**config.mk**
```make
export PLATFORM = sky130hd
export DESIGN_NAME = m_demux4_tdm_flat
export DESIGN_NICKNAME = d
export VERILOG_FILES = /design/src/rtl/m_demux4_tdm_pkg.sv /design/src/rtl/m_demux4_tdm_if.sv /design/src/rtl/m_slot_ctr.sv /design/src/rtl/m_demux4_tdm.sv /design/src/flat_wrapper.sv
export SDC_FILE = /design/constraint.sdc
export NUM_CORES = 1
export LEC_CHECK = 0
export BUFFER_PORTS_ARGS = -buffer_cell sky130_fd_sc_hd__buf_4
export CAP_MARGIN = 0
export CORE_MARGIN = 8
export CORE_UTILIZATION = 40
export DETAILED_ROUTE_END_ITERATION = 10
export PLACE_DENSITY = 0.67
export SLEW_MARGIN = 25
export SYNTH_ARGS = -nofsm -noshare
export SYNTH_HDL_FRONTEND = slang
export SYNTH_SLANG_ARGS = --single-unit
export TNS_END_PERCENT = 10
```
**constraint.sdc**
```tcl
create_clock -name MasterClock -period 4 [get_ports MasterClock]
set_input_delay 0.2 -clock MasterClock [delete_from_list [all_inputs] [get_ports MasterClock]]
set_output_delay 0.2 -clock MasterClock [all_outputs]
set_load 0.05 [all_outputs]
```
**src/rtl/m_demux4_tdm_pkg.sv**
```systemverilog
`default_nettype none
// +----------------------------------------------------------------------+
// | Package  : slip_tdm_pkg                                              |
// | Desc     : Shared types and constants for the 4-slot TDM link.       |
// | Revision : 1.0  initial release                                      |
// +----------------------------------------------------------------------+
package slip_tdm_pkg;

  typedef enum logic {HUNT, RUN} tdm_state_t;
  typedef logic [1:0] slot_t;

  localparam int NSLOTS = 4;

endpackage : slip_tdm_pkg
`default_nettype wire

```
**src/rtl/m_demux4_tdm_if.sv**
```systemverilog
`default_nettype none
// +----------------------------------------------------------------------+
// | Interface : m_demux4_tdm_if                                          |
// | Desc      : TDM receive bus: slot strobe/data in, frame/status out.  |
// | Revision  : 1.0  initial release                                     |
// +----------------------------------------------------------------------+
interface m_demux4_tdm_if #(
  parameter int WIDTH = 8
);
  import slip_tdm_pkg::*;

  logic             EN;
  logic             SYNC;
  logic [WIDTH-1:0] DIN;
  logic             A;
  logic             B;
  logic [WIDTH-1:0] D_0;
  logic [WIDTH-1:0] D_1;
  logic [WIDTH-1:0] D_2;
  logic [WIDTH-1:0] D_3;
  logic             FRAME_VALID;
  logic             LOCKED;
  logic             SYNC_ERR;

  modport master (
    output EN, SYNC, DIN,
    input  A, B, D_0, D_1, D_2, D_3, FRAME_VALID, LOCKED, SYNC_ERR
  );

  modport slave (
    input  EN, SYNC, DIN,
    output A, B, D_0, D_1, D_2, D_3, FRAME_VALID, LOCKED, SYNC_ERR
  );

endinterface : m_demux4_tdm_if
`default_nettype wire

```
**src/rtl/m_slot_ctr.sv**
```systemverilog
`default_nettype none
// +----------------------------------------------------------------------+
// | Module   : m_slot_ctr                                                |
// | Desc     : 2-bit wrapping slot counter with clear and load-to-1.     |
// | Revision : 1.0  initial release                                      |
// +----------------------------------------------------------------------+
module m_slot_ctr
  import slip_tdm_pkg::*;
(
  input  wire   clk,
  input  wire   rst_n,
  input  wire   i_clr,
  input  wire   i_load1,
  input  wire   i_inc,
  output slot_t o_slot,
  output logic  o_a,
  output logic  o_b
);

  slot_t r_slot;

  // Clear beats load beats increment; increment wraps 3 -> 0.
  always_ff @(posedge clk) begin
    if (!rst_n) begin
      r_slot <= 2'd0;
    end else if (i_clr) begin
      r_slot <= 2'd0;
    end else if (i_load1) begin
      r_slot <= 2'd1;
    end else if (i_inc) begin
      r_slot <= r_slot + 2'd1;
    end
  end

  assign o_slot = r_slot;
  assign o_a    = r_slot[0];
  assign o_b    = r_slot[1];

endmodule : m_slot_ctr
`default_nettype wire

```
**src/rtl/m_demux4_tdm.sv**
```systemverilog
`default_nettype none
// +----------------------------------------------------------------------+
// | Module   : m_demux4_tdm                                              |
// | Desc     : 4-slot TDM receiver: slot capture, frame publish, resync. |
// | Revision : 1.0  initial release                                      |
// +----------------------------------------------------------------------+
module m_demux4_tdm
  import slip_tdm_pkg::*;
#(
  parameter int WIDTH      = 8,
  parameter int RESYNC_MAX = 3
) (
  input  wire            MasterClock,
  input  wire            RESETL,
  m_demux4_tdm_if.slave  bus
);

  localparam logic [0:0] c_HUNT = 1'b0;
  localparam logic [0:0] c_RUN  = 1'b1;
  localparam int         c_ERR_W = $clog2(RESYNC_MAX + 1);
  localparam logic [c_ERR_W-1:0] c_ERR_LAST = c_ERR_W'(RESYNC_MAX - 1);

  logic [0:0]         r_state;
  logic [c_ERR_W-1:0] r_err_cnt;
  logic [WIDTH-1:0]   r_shadow [0:NSLOTS-2];
  logic [WIDTH-1:0]   r_d      [0:NSLOTS-1];
  logic               r_frame_valid;
  logic               r_sync_err;

  slot_t w_slot;
  logic  w_run, w_acquire, w_misplaced, w_drop, w_complete, w_advance, w_good_sync;

  assign w_run       = (r_state == c_RUN);
  assign w_acquire   = bus.EN && !w_run && bus.SYNC;
  assign w_misplaced = bus.EN && w_run && bus.SYNC && (w_slot != 2'd0);
  assign w_drop      = w_misplaced && (r_err_cnt == c_ERR_LAST);
  assign w_advance   = bus.EN && w_run && !w_misplaced;
  assign w_complete  = w_advance && (w_slot == 2'd3);
  assign w_good_sync = bus.EN && bus.SYNC && (!w_run || (w_slot == 2'd0));

  m_slot_ctr u_slot_ctr (
    .clk     (MasterClock),
    .rst_n   (RESETL),
    .i_clr   (w_drop),
    .i_load1 (w_acquire || (w_misplaced && !w_drop)),
    .i_inc   (w_advance),
    .o_slot  (w_slot),
    .o_a     (bus.A),
    .o_b     (bus.B)
  );

  always_ff @(posedge MasterClock) begin
    if (!RESETL) begin
      r_state       <= c_HUNT;
      r_err_cnt     <= '0;
      r_frame_valid <= 1'b0;
      r_sync_err    <= 1'b0;
      for (int i = 0; i < NSLOTS - 1; i++) r_shadow[i] <= '0;
      for (int i = 0; i < NSLOTS; i++)     r_d[i]      <= '0;
    end else begin
      r_frame_valid <= w_complete;
      r_sync_err    <= w_misplaced;

      if (w_acquire) begin
        r_state <= c_RUN;
      end else if (w_drop) begin
        r_state <= c_HUNT;
      end

      if (w_good_sync || w_drop) begin
        r_err_cnt <= '0;
      end else if (w_misplaced) begin
        r_err_cnt <= r_err_cnt + c_ERR_W'(1);
      end

      // A misplaced SYNC restarts the frame, so its word becomes slot 0.
      if (w_acquire || w_misplaced || (w_advance && w_slot == 2'd0)) r_shadow[0] <= bus.DIN;
      if (w_advance && w_slot == 2'd1) r_shadow[1] <= bus.DIN;
      if (w_advance && w_slot == 2'd2) r_shadow[2] <= bus.DIN;

      if (w_complete) begin
        r_d[0] <= r_shadow[0];
        r_d[1] <= r_shadow[1];
        r_d[2] <= r_shadow[2];
        r_d[3] <= bus.DIN;
      end
    end
  end

  assign bus.D_0         = r_d[0];
  assign bus.D_1         = r_d[1];
  assign bus.D_2         = r_d[2];
  assign bus.D_3         = r_d[3];
  assign bus.FRAME_VALID = r_frame_valid;
  assign bus.SYNC_ERR    = r_sync_err;
  assign bus.LOCKED      = w_run;

endmodule : m_demux4_tdm
`default_nettype wire

```
**src/flat_wrapper.sv**
```systemverilog
// flat-port wrapper written by rule: the top's interface ports become plain ports
module m_demux4_tdm_flat import slip_tdm_pkg::*;
#(
  parameter int WIDTH      = 8,
  parameter int RESYNC_MAX = 3
)
  (MasterClock, RESETL, bus_EN, bus_SYNC, bus_DIN, bus_A, bus_B, bus_D_0, bus_D_1, bus_D_2, bus_D_3, bus_FRAME_VALID, bus_LOCKED, bus_SYNC_ERR);
  m_demux4_tdm_if #(.WIDTH(WIDTH)) bus_i ();
  input  wire MasterClock;
  input  wire RESETL;
  input wire logic [$bits(bus_i.EN)-1:0] bus_EN;
  input wire logic [$bits(bus_i.SYNC)-1:0] bus_SYNC;
  input wire logic [$bits(bus_i.DIN)-1:0] bus_DIN;
  output wire logic [$bits(bus_i.A)-1:0] bus_A;
  output wire logic [$bits(bus_i.B)-1:0] bus_B;
  output wire logic [$bits(bus_i.D_0)-1:0] bus_D_0;
  output wire logic [$bits(bus_i.D_1)-1:0] bus_D_1;
  output wire logic [$bits(bus_i.D_2)-1:0] bus_D_2;
  output wire logic [$bits(bus_i.D_3)-1:0] bus_D_3;
  output wire logic [$bits(bus_i.FRAME_VALID)-1:0] bus_FRAME_VALID;
  output wire logic [$bits(bus_i.LOCKED)-1:0] bus_LOCKED;
  output wire logic [$bits(bus_i.SYNC_ERR)-1:0] bus_SYNC_ERR;
  assign bus_i.EN = bus_EN;
  assign bus_i.SYNC = bus_SYNC;
  assign bus_i.DIN = bus_DIN;
  assign bus_A = bus_i.A;
  assign bus_B = bus_i.B;
  assign bus_D_0 = bus_i.D_0;
  assign bus_D_1 = bus_i.D_1;
  assign bus_D_2 = bus_i.D_2;
  assign bus_D_3 = bus_i.D_3;
  assign bus_FRAME_VALID = bus_i.FRAME_VALID;
  assign bus_LOCKED = bus_i.LOCKED;
  assign bus_SYNC_ERR = bus_i.SYNC_ERR;
  m_demux4_tdm #(.WIDTH(WIDTH), .RESYNC_MAX(RESYNC_MAX)) u_core (.MasterClock(MasterClock), .RESETL(RESETL), .bus(bus_i));
endmodule
```
==> out/results.md <==
| Stage | Metric | Reported |
|---|---|---|
| place | Input/output buffers | 48 |
| min path | Number of instances on the worst hold path | 2 |
| routing | Initial detailed-routing violation count | 63 |
| critical path | R2R setup slack | 1.99 ns |
| global route | Antenna violations before repair | 0 |
| layout | Utilization after layout | 0.525 |
| cts | CTS H-tree depth | 3 |
| yosys | Average size of a mapped cell | 15.9 um2 |
| timing | Minimum clock period after layout | 2.01 ns |
| yosys | Syn Nets | 168 |
| cts | Total CTS buffers | 9 |
| yosys | Leading cell types by total area after synthesis | edfxtp_1 (70%), and2_1 (11%), dfxtp_1 (5.8%) |
| routing | DR vias/cell | 4.55 |
| floorplan | Std cell rows | 28 |
| critical path | Worst path depth | 5 |
| min path | Path type of the worst min-delay path | primary input to flip-flop |
| place | Final Wtd Congestion | 0.816 |
| floorplan | Starting Density | 0.411 |
| cts | TritonCTS sink count | 63 |
| routing | Post-route DRC | 0 |
| global route | First-pass GRT wire length | 6670 um |
| cts | Post-CTS setup buffers | 0 |
| cts | Cell at the root of the clock tree | clkbuf_8 |
| power | Pwr per Cell Area | 487 nW/um2 |
| floorplan | Count of boundary I/O pins | 49 |
| cts | Clock-pin slew on the worst setup and hold paths | 0.06 ns |
| yosys | Post-Synthesis Cell Area | 2400 um2 |
| floorplan | Vertical extent of the die | 93.5 um |
| timing | Worst-case headroom to the max-slew limit | 0.431 |
| job | Max-cap violations | 0 |
| yosys | Dominant register cell in the synthesized netlist | edfxtp_1 |
| timing | Number of hold violations in the final report | 0 |
| critical path | Cell family with most CP delay | compound AO/OA/AOI/OAI gates |
| layout | Multi-input gate area in the final layout | 519 um2 |
| power | Worst IR Drop VDD | 0.000208 V |
| critical path | Critical path's slowest cell | o21ai_1 |
| timing | Total negative slack | 0 ns |
| routing | Detailed-router iteration count before antenna repair | 4 |
| layout | Layout Area Growth over Synthesis | 27.8% |
| cts | Clock tree from TritonCTS | done |
| global route | Pin count of the biggest net entering global routing | 34 |
| critical path | Data arrival time at the worst-slack endpoint | 1.96 ns |
| cts | Clock latency at the later pin of the worst-skew pair | 0.32 ns |
| timing | Setup repair after global routing missed its margin | false |
| critical path | Worst reg2reg path depth | 5 |
| routing | Average detailed-routed wire length per instance | 14.1 um |
| yosys | Seq/Total Area, Yosys | 0.758 |
| yosys | Total of flip-flops plus latches after synthesis | 63 |
| layout | Sequential cell area | 1820 um2 |
| floorplan | Area of the die | 8740 um2 |
| yosys | Synth unique cells | 26 |
| critical path | Type of element launching the critical path | flip-flop |
| status | Status | complete, no violations |
| floorplan | Core Footprint | 5850 um2 |
| cts | Gates resized, CTS repair | 0 |
| layout | Fraction of layout cells with a size suffix above 1 | 0.319 |
| layout | Antenna Diode Count | 0 |
| critical path | Critical-path maximum fanout | 8 |
| routing | Count of antenna-violating nets left after detailed routing | 0 |
| critical path | Number of buffers and inverters on the critical path | 1 |
| layout | Fill cell count | 516 |
| timing | Total of endpoints with negative setup slack in the final report | 0 |
| critical path | Critical setup path kind | flip-flop to flip-flop |
| critical path | Crit path cell chain | inv_1 > ha_1 > nand2b_1 > nand3_1 > o21ai_1 |
| timing | Worst Skew | 0.00601 ns |
| timing | Slew @ Worst Pin | 0.851 ns |
| layout | Leading cell types in the layout, fill and taps excluded | edfxtp_1 (56), buf_4 (50), and2_1 (41) |
| yosys | Synth top area share | 0.700 |
| floorplan | Horizontal extent of the die | 93.5 um |
| yosys | Post-Synthesis Cells | 151 |
| yosys | Fraction of registers with async set or reset after synthesis | 0 |
| layout | Count of nets after finishing | 225 |
| cts | Buffer depth of the longest clock path | 2 |
| routing | Post-detailed-routing wire length | 4070 um |
| timing | Achievable frequency | 498 MHz |
| critical path | Worst stage delay on the critical path | 0.64 ns |
| routing | Total vias in the final route | 1309 |
| yosys | Dominant cell type by area after synthesis | edfxtp_1 |
| critical path | Required time of the worst setup path | 3.95 ns |
| timing | Max-slew violation count | 0 |
| global route | Number of global-route vias before repair | 1312 |
| power | Leakage power of the design | 0.00123 uW |
| critical path | Critical path capture point type | flip-flop |
| global route | Overall overflow remaining after global route | 0 |
| place | HPWL Detailed | 2850 um |
| layout | Most common cell after layout, fill and taps aside | edfxtp_1 |
| global route | GRT Total Usage | 0.102 |
| timing | Share of the clock period used by the worst path after layout | 0.502 |
| yosys | Number of synthesized flops with an enable pin | 56 |
| cts | CTS Hold Bufs | 0 |
| yosys | Synth warn | 0 |
-- logic make-up (layout without fill, tap and decap cells) --
group | after synthesis | count (layout) | share of synthesized area
buf+inv | 11 | 73 | 0.0271
mux | 1 | 1 | 0.00417
fa+ha+maj | 5 | 5 | 0.0260
compound gates | 13 | 13 | 0.0333
flops | 63 | 63 | 0.758
simple gates | 58 | 58 | 0.151
-- layout make-up --
class / count / area share
clock buffer: 13 / 0.0550
clock inverter: 3 / 0.0208
inverter: 7 / 0.00856
multi-input combinational: 77 / 0.169
sequential: 63 / 0.594
tap: 75 / 0.0306
timing repair buffer: 50 / 0.122
-- Yosys cell counts, drive strengths merged, types with 2 or more instances --
cell / n
dfxtp: 7
o21ai: 6
and2: 41
nand2: 3
edfxtp: 56
ha: 5
a21oi: 2
nor2: 4
buf: 4
inv: 7
nor3: 3
nand3: 2
-- metal layers --
layer / GRT usage / share of wire / vias to the layer above
li1: - / - / 654
met1: 0.119 / 0.41 / 605
met2: 0.150 / 0.48 / 42
met3: 0.0657 / 0.097 / 8
met4: 0.0322 / 0.012 / 0
met5: 0 / 0 / -
-- per-stage QoR --
stage          std cells  area (um2)  setup WS, ns  hold WS [ns]  total power [uW]
4_1_cts              288        3070          1.70         0.146              1510
5_1_grt              288        3070          1.75         0.141              1560
3_3_place_gp         272        2840          1.82         0.490               889
3_5_place_dp         272        2840          1.71         0.496               892
2_1_floorplan        151        2400         0.138         0.344               846
6_report             288        3070          1.99         0.163              1490
-- worst reg2reg max path, delay by kind of cell (launching register included) --
family | cells | cell delay (ns)
AO/OA/AOI/OAI | 1 | 0.64
flip-flops | 1 | 0.35
AND/OR/NAND/NOR | 2 | 0.30
adder cells (fa/ha/maj) | 1 | 0.23
buffers and inverters | 1 | 0.11
-- sequential cells by signal, summed over array words and instances (netlist names) --
register / count
u_core.r_d: 32
u_core.bus.FRAME_VALID: 1
u_core.r_err_cnt: 2
u_core.u_slot_ctr.o_slot: 2
u_core.bus.LOCKED: 1
u_core.bus.SYNC_ERR: 1
u_core.r_shadow: 24
-- worst paths after layout --
| kind | to | start |
|---|---|---|
| max reg2reg | u_core.r_shadow[0][20] | u_core.u_slot_ctr.o_slot[0] |
| max | u_core.r_shadow[0][20] | u_core.u_slot_ctr.o_slot[0] |
| min reg2reg | u_core.r_d[0][3] | u_core.r_shadow[0][3] |
| min | u_core.r_d[3][6] | bus_DIN[6] |
-- where the power goes --
| part | internal, uW | switching, uW | total (uW) |
|---|---|---|---|
| combinational | 35.8 | 85.1 | 121 |
| sequential | 745 | 9.32 | 754 |
| clock | 400 | 218 | 618 |
No activity file was read; power rests on OpenSTA's default activity.
